**config.mk**
```make
export PLATFORM = sky130hd
export DESIGN_NAME = fuzzy_risk_seq
export DESIGN_NICKNAME = d
export VERILOG_FILES = /design/src/rtl/fuzzy_risk_seq.sv
export SDC_FILE = /design/constraint.sdc
export NUM_CORES = 2
export LEC_CHECK = 0
export ABC_AREA = 1
export BUFFER_PORTS_ARGS = -buffer_cell sky130_fd_sc_hd__buf_2
export CAP_MARGIN = 20
export CORE_MARGIN = 3
export CORE_UTILIZATION = 60
export DETAILED_ROUTE_END_ITERATION = 10
export PLACE_DENSITY = 0.82
export SYNTH_ARGS = -nofsm -noshare
export SYNTH_HDL_FRONTEND = slang
export SYNTH_SLANG_ARGS = --single-unit
```
**constraint.sdc**
```tcl
create_clock -name clk -period 22.9 [get_ports clk]
set_input_delay 5.725 -clock clk [delete_from_list [all_inputs] [get_ports clk]]
set_output_delay 5.725 -clock clk [all_outputs]
set_load 0.005 [all_outputs]
```
**src/rtl/fuzzy_risk_seq.sv**
```systemverilog
// fuzzy_risk_seq
//   Multi-cycle fuzzy flood-risk estimator.
//   One (rain, soil) sample is taken per valid/ready handshake. Each input is
//   clamped, fuzzified with three triangular sets (low/medium/high), three
//   min-AND rules are fired, and the result is defuzzified by a weighted
//   average. The average is computed on an 8-step restoring divider.
//
// Ports
//   clk        system clock
//   rst        synchronous reset, active-high
//   in_valid   sample valid
//   in_ready   block idle and able to accept a sample
//   rain       rainfall sample (DW bits)
//   soil       soil-moisture sample (DW bits)
//   out_valid  result valid
//   out_ready  downstream accepts result
//   risk       defuzzified risk, 0..255
//   no_fire    high with the result when every rule strength is 0
module fuzzy_risk_seq #(
    parameter int DW     = 8,
    parameter int IN_MAX = 100,
    parameter int LO_A   = 0,
    parameter int LO_B   = 20,
    parameter int LO_C   = 40,
    parameter int MD_A   = 30,
    parameter int MD_B   = 50,
    parameter int MD_C   = 70,
    parameter int HI_A   = 60,
    parameter int HI_B   = 80,
    parameter int HI_C   = 100,
    parameter int W_LO   = 85,
    parameter int W_MD   = 170,
    parameter int W_HI   = 255
) (
    input  logic          clk,
    input  logic          rst,
    input  logic          in_valid,
    output logic          in_ready,
    input  logic [DW-1:0] rain,
    input  logic [DW-1:0] soil,
    output logic          out_valid,
    input  logic          out_ready,
    output logic [7:0]    risk,
    output logic          no_fire
);

    // A flat shoulder would make the slope divisor zero.
    if ((LO_B == LO_A) || (LO_C == LO_B) ||
        (MD_B == MD_A) || (MD_C == MD_B) ||
        (HI_B == HI_A) || (HI_C == HI_B)) begin : g_bad_sets
        $error("fuzzy_risk_seq: triangular set with zero-width slope");
    end

    typedef enum logic [2:0] {IDLE, FUZZ, RULE, ACC, DIV, DONE} state_t;

    localparam logic [DW-1:0] IN_MAX_C = DW'(IN_MAX);
    localparam logic [17:0]   WL = 18'(W_LO);
    localparam logic [17:0]   WM = 18'(W_MD);
    localparam logic [17:0]   WH = 18'(W_HI);

    state_t state, state_next;

    logic [DW-1:0] rain_q, soil_q;
    logic [7:0]    rain_lo, rain_md, rain_hi;
    logic [7:0]    soil_lo, soil_md, soil_hi;
    logic [7:0]    s_lo, s_md, s_hi;
    logic [17:0]   rem, dvs;
    logic [7:0]    quo;
    logic [2:0]    cnt;

    logic [DW-1:0] rain_c, soil_c;
    logic [17:0]   num_c;
    logic [9:0]    den_c;
    logic          ge;
    logic [7:0]    quo_next;

    // Triangular membership; the slope divisors are constants after elaboration.
    function automatic logic [7:0] tri_mf(input logic [DW-1:0] v,
                                          input int a, input int b, input int c);
        int vi;
        int r;
        vi = int'(v);
        if (vi <= a)
            r = 0;
        else if (vi <= b)
            r = ((vi - a) * 255) / (b - a);
        else if (vi <= c)
            r = ((c - vi) * 255) / (c - b);
        else
            r = 0;
        return r[7:0];
    endfunction

    function automatic logic [7:0] min8(input logic [7:0] x, input logic [7:0] y);
        return (x < y) ? x : y;
    endfunction

    assign rain_c = (rain > IN_MAX_C) ? IN_MAX_C : rain;
    assign soil_c = (soil > IN_MAX_C) ? IN_MAX_C : soil;

    assign num_c = {10'd0, s_hi} * WH + {10'd0, s_md} * WM + {10'd0, s_lo} * WL;
    assign den_c = {2'd0, s_hi} + {2'd0, s_md} + {2'd0, s_lo};

    // The divisor register starts at den<<7 and walks right one bit per step,
    // so each step decides one quotient bit, MSB first.
    assign ge       = (rem >= dvs);
    assign quo_next = {quo[6:0], ge};

    // State register.
    always_ff @(posedge clk) begin
        if (rst)
            state <= IDLE;
        else
            state <= state_next;
    end

    // Next-state and handshake outputs; both handshake outputs depend only on
    // the state, so there is no combinational in_ready<-out_ready path.
    always_comb begin
        state_next = state;
        in_ready   = 1'b0;
        out_valid  = 1'b0;
        case (state)
            IDLE: begin
                in_ready = 1'b1;
                if (in_valid)
                    state_next = FUZZ;
            end
            FUZZ: state_next = RULE;
            RULE: state_next = ACC;
            ACC:  state_next = (den_c == 10'd0) ? DONE : DIV;
            DIV:  state_next = (cnt == 3'd0) ? DONE : DIV;
            DONE: begin
                out_valid = 1'b1;
                if (out_ready)
                    state_next = IDLE;
            end
            default: state_next = IDLE;
        endcase
    end

    // Datapath: each stage is loaded only in its own state, so risk/no_fire
    // keep the last result until a new one is produced.
    always_ff @(posedge clk) begin
        if (rst) begin
            rain_q  <= '0;
            soil_q  <= '0;
            rain_lo <= '0;
            rain_md <= '0;
            rain_hi <= '0;
            soil_lo <= '0;
            soil_md <= '0;
            soil_hi <= '0;
            s_lo    <= '0;
            s_md    <= '0;
            s_hi    <= '0;
            rem     <= '0;
            dvs     <= '0;
            quo     <= '0;
            cnt     <= '0;
            risk    <= '0;
            no_fire <= 1'b0;
        end else begin
            case (state)
                IDLE: begin
                    if (in_valid) begin
                        rain_q <= rain_c;
                        soil_q <= soil_c;
                    end
                end
                FUZZ: begin
                    rain_lo <= tri_mf(rain_q, LO_A, LO_B, LO_C);
                    rain_md <= tri_mf(rain_q, MD_A, MD_B, MD_C);
                    rain_hi <= tri_mf(rain_q, HI_A, HI_B, HI_C);
                    soil_lo <= tri_mf(soil_q, LO_A, LO_B, LO_C);
                    soil_md <= tri_mf(soil_q, MD_A, MD_B, MD_C);
                    soil_hi <= tri_mf(soil_q, HI_A, HI_B, HI_C);
                end
                RULE: begin
                    s_lo <= min8(rain_lo, soil_lo);
                    s_md <= min8(rain_md, soil_md);
                    s_hi <= min8(rain_hi, soil_hi);
                end
                ACC: begin
                    if (den_c == 10'd0) begin
                        risk    <= 8'd0;
                        no_fire <= 1'b1;
                    end else begin
                        rem <= num_c;
                        dvs <= {1'b0, den_c, 7'd0};
                        quo <= 8'd0;
                        cnt <= 3'd7;
                    end
                end
                DIV: begin
                    if (ge)
                        rem <= rem - dvs;
                    dvs <= dvs >> 1;
                    quo <= quo_next;
                    cnt <= cnt - 3'd1;
                    if (cnt == 3'd0) begin
                        risk    <= quo_next;
                        no_fire <= 1'b0;
                    end
                end
                default: ;
            endcase
        end
    end

endmodule

```
==> key figures <==
Run status
  – Status: completed

Finish
  – Number of fill cells: 9224
  – Share of cells above drive strength 1: 0.04881
  – Area Overhead vs Synth: 2.938%
  – Nets@finish: 10760
  – Antenna diodes: 0

CTS
  – Post-CTS setup buffer count: 0
  – Total CTS buffers: 17
  – CTS max path bufs: 2
  – CTS resizes: 0
  – CTS root buf: clkbuf_16
  – Worst-path clk slew: 0.08 ns
  – Worst-skew pair later-pin latency: 0.51 ns
  – Post-CTS Hold Fix Bufs: 0
  – CTS H-tree depth: 4
  – Clock Sinks: 145
  – CTS tree: built

Routing
  – Met3 WL: 7.574 mm
  – DRC Markers: 0
  – Post-route ant nets: 0
  – DRT Wirelength: 149.0 mm
  – Detailed Route Iter0 Violations: 4128
  – Post-DR vias/cell: 5.410
  – Metal2 WL: 71.40 mm
  – Drt pass-1 iters: 9
  – WL per Instance: 13.63 µm
  – M1 WL: 66.06 mm
  – Vias: 59170
  – Top sig layer: met4

Timing
  – Crit share post-route: 0.6334
  – Final min period: 14.51 ns
  – Max-slew violation count: 0
  – RSZ-0062 raised after global routing: no
  – Fmax: 0.06894 GHz
  – Max_slew headroom: 0.1780
  – Worst Max-Slew Pin Slew: 1.233 ns
  – Clock Skew: 0.03036 ns
  – Setup TNS: 0 ns
  – # setup viols final: 0
  – Final hold vios: 0

Synthesis
  – Post-synthesis cell type count: 72
  – Ys Warns: 0
  – Area share of the largest cell type after synthesis: 0.1677
  – Largest cells by area after synthesis: nand2_1 (17%), fa_1 (17%), inv_1 (13%)
  – Post-synth net total: 10810
  – Area leader, netlist: nand2_1
  – EDFF count, synth: 0
  – Sequential area share after synthesis: 0.04848
  – Yosys reg bits: 145
  – Post-Synthesis Cells: 9682
  – Mean Syn Cell Area: 6.184 µm²
  – Cell Area, Synth: 59870 µm²
  – Synth async-reset ratio: 0
  – Synth Flop Type: dfxtp_1

GRT
  – Vias in the first global route: 55400
  – First-pass GRT wire length: 252.2 mm
  – Gr ovfl total: 0
  – Largest net degree at the start of global routing: 71
  – GRT Overall Usage: 0.2838
  – Antenna violations before repair: 0

Worst setup path
  – Nature of the critical path endpoint: register
  – Setup Crit Path Kind: reg2reg
  – CP max stage cell: dfxtp_1
  – CP Max Fanout: 33
  – CP peak stage delay: 0.89 ns
  – Critical path's most frequent cell: nand2_1
  – Critical Path RT: 23.24 ns
  – Crit start category: register
  – Critical path arrival: 14.85 ns

Floorplan
  – Die footprint: 103600 µm²
  – Die Y-Extent: 321.9 µm
  – Core ar.: 98710 µm²
  – I/O pin count: 31
  – Initial Util: 0.6066
  – DIE WIDTH: 321.9 µm
  – Row count: 115

Flow run
  – Max Cap Viol: 0

Placed design
  – Post-detail-place hpwl: 125.2 mm
  – IO Port Bufs: 30
  – GP Congestion: 0.9634

Min path
  – Hold crit path type: reg2reg
[worst max-delay path, delay by kind of cell, from the launching register on]
kind	cells	cell delay, ns
buffers and inverters	5	0.95
DFF	1	0.89
adders and majority gates	6	2.75
and+or+nand+nor	49	8.78
AOI/OAI and AO/OA	5	0.95
[cell families after synthesis]
kind of cell             synth area share
AND/OR/NAND/NOR                    0.3622
buffers and inverters              0.1501
adder cells (fa/ha/maj)            0.2935
AO/OA/AOI/OAI                     0.07964
XOR/XNOR                          0.06583
flip-flops                        0.04848
multiplexers                    0.0003344
[state kept, by name, indices dropped and copies added (netlist names)]
name and cells:
cnt 3, dvs 17, no_fire 1, quo 7, rain_hi 8, rain_lo 8, rain_md 8, rain_q 8
rem 18, risk 8, s_hi 8, s_lo 8, s_md 8, soil_hi 8, soil_lo 8, soil_md 8
soil_q 8, state 3
[worst paths after layout]
check                 start         end  slack (ns)  cells after the start
hold reg to reg      quo[2]      quo[2]        0.46                      2
hold / removal       quo[2]      quo[2]        0.46                      2
setup / recovery  rain_q[2]  rain_lo[0]        8.39                     65
setup reg to reg  rain_q[2]  rain_lo[0]        8.39                     65
[layout make-up]
type                            count  area [µm²]  area share
Tap cell                         1287        1610     0.02613
Timing Repair Buffer               55       339.1    0.005502
Clock inverter                     15       182.7    0.002964
Multi-Input combinational cell   7244       47990      0.7787
Inverter                         2173        8179      0.1327
Clock buffer                       17       425.4    0.006902
Sequential cell                   145        2903     0.04710
[cell usage after synthesis, types with 13 or more instances]
library cell	number
a21o_1	17
a21oi_1	359
a31oi_1	44
buf_4	13
buf_6	22
clkbuf_1	52
clkinv_1	13
dfxtp_1	145
fa_1	499
ha_1	606
inv_1	2104
inv_2	50
nand2_1	2675
nand2_2	124
nand2_4	33
nand3_1	1015
nand3_2	57
nand3b_1	40
nand4_1	191
nor2_1	504
nor2_2	18
nor2_4	20
nor3_1	77
nor4_1	15
o211ai_1	35
o21ai_0	270
o21ai_1	31
o21bai_1	27
or2_2	29
xnor2_1	100
xor2_1	350
[metal layers]
| metal | vias to the layer above | GRT usage |
|---|---|---|
| met1 | 27500 | 0.3693 |
| met2 | 1403 | 0.5006 |
| li1 | 30050 | - |
| met5 | - | 0 |
| met4 | 0 | 0.08028 |
| met3 | 216 | 0.02652 |
[layout by cell type (no fill, tap or decap), drive strengths merged, types with 4 or more instances in the layout]
cell type and count:
a211oi 6, a21boi 4, a21o 17, a21oi 369, a31o 4, a31oi 44, and3 4, buf 55
clkbuf 17, clkinv 21, dfxtp 145, fa 499, ha 606, inv 2166, nand2 2832, nand3 1084
nand3b 42, nand4 196, nor2 545, nor3 78, nor4 15, o211ai 35, o21a 10, o21ai 307
o21bai 27, o31ai 10, or2 32, xnor2 100, xor2 350
[metrics by stage]
| stage | cells | instance area [µm²] | hold slack, ns | utilization | worst slack (ns) |
|---|---|---|---|---|---|
| 6_report | 10940 | 61630 | 0.4630 | 0.6244 | 8.395 |
| 5_1_grt | 10940 | 61630 | 0.4866 | 0.6244 | 6.753 |
| 4_1_cts | 10930 | 61620 | 0.4685 | 0.6243 | 8.444 |
| 3_5_place_dp | 10900 | 61010 | 0.4560 | 0.6181 | 8.482 |
| 3_3_place_gp | 10900 | 60990 | 0.4485 | 0.6179 | 8.581 |
| 2_1_floorplan | 9682 | 59870 | 0.4383 | - | 11.30 |
Power is not shown: default switching activity piles up to over one toggle a cycle in this logic, so the estimate is an artifact.
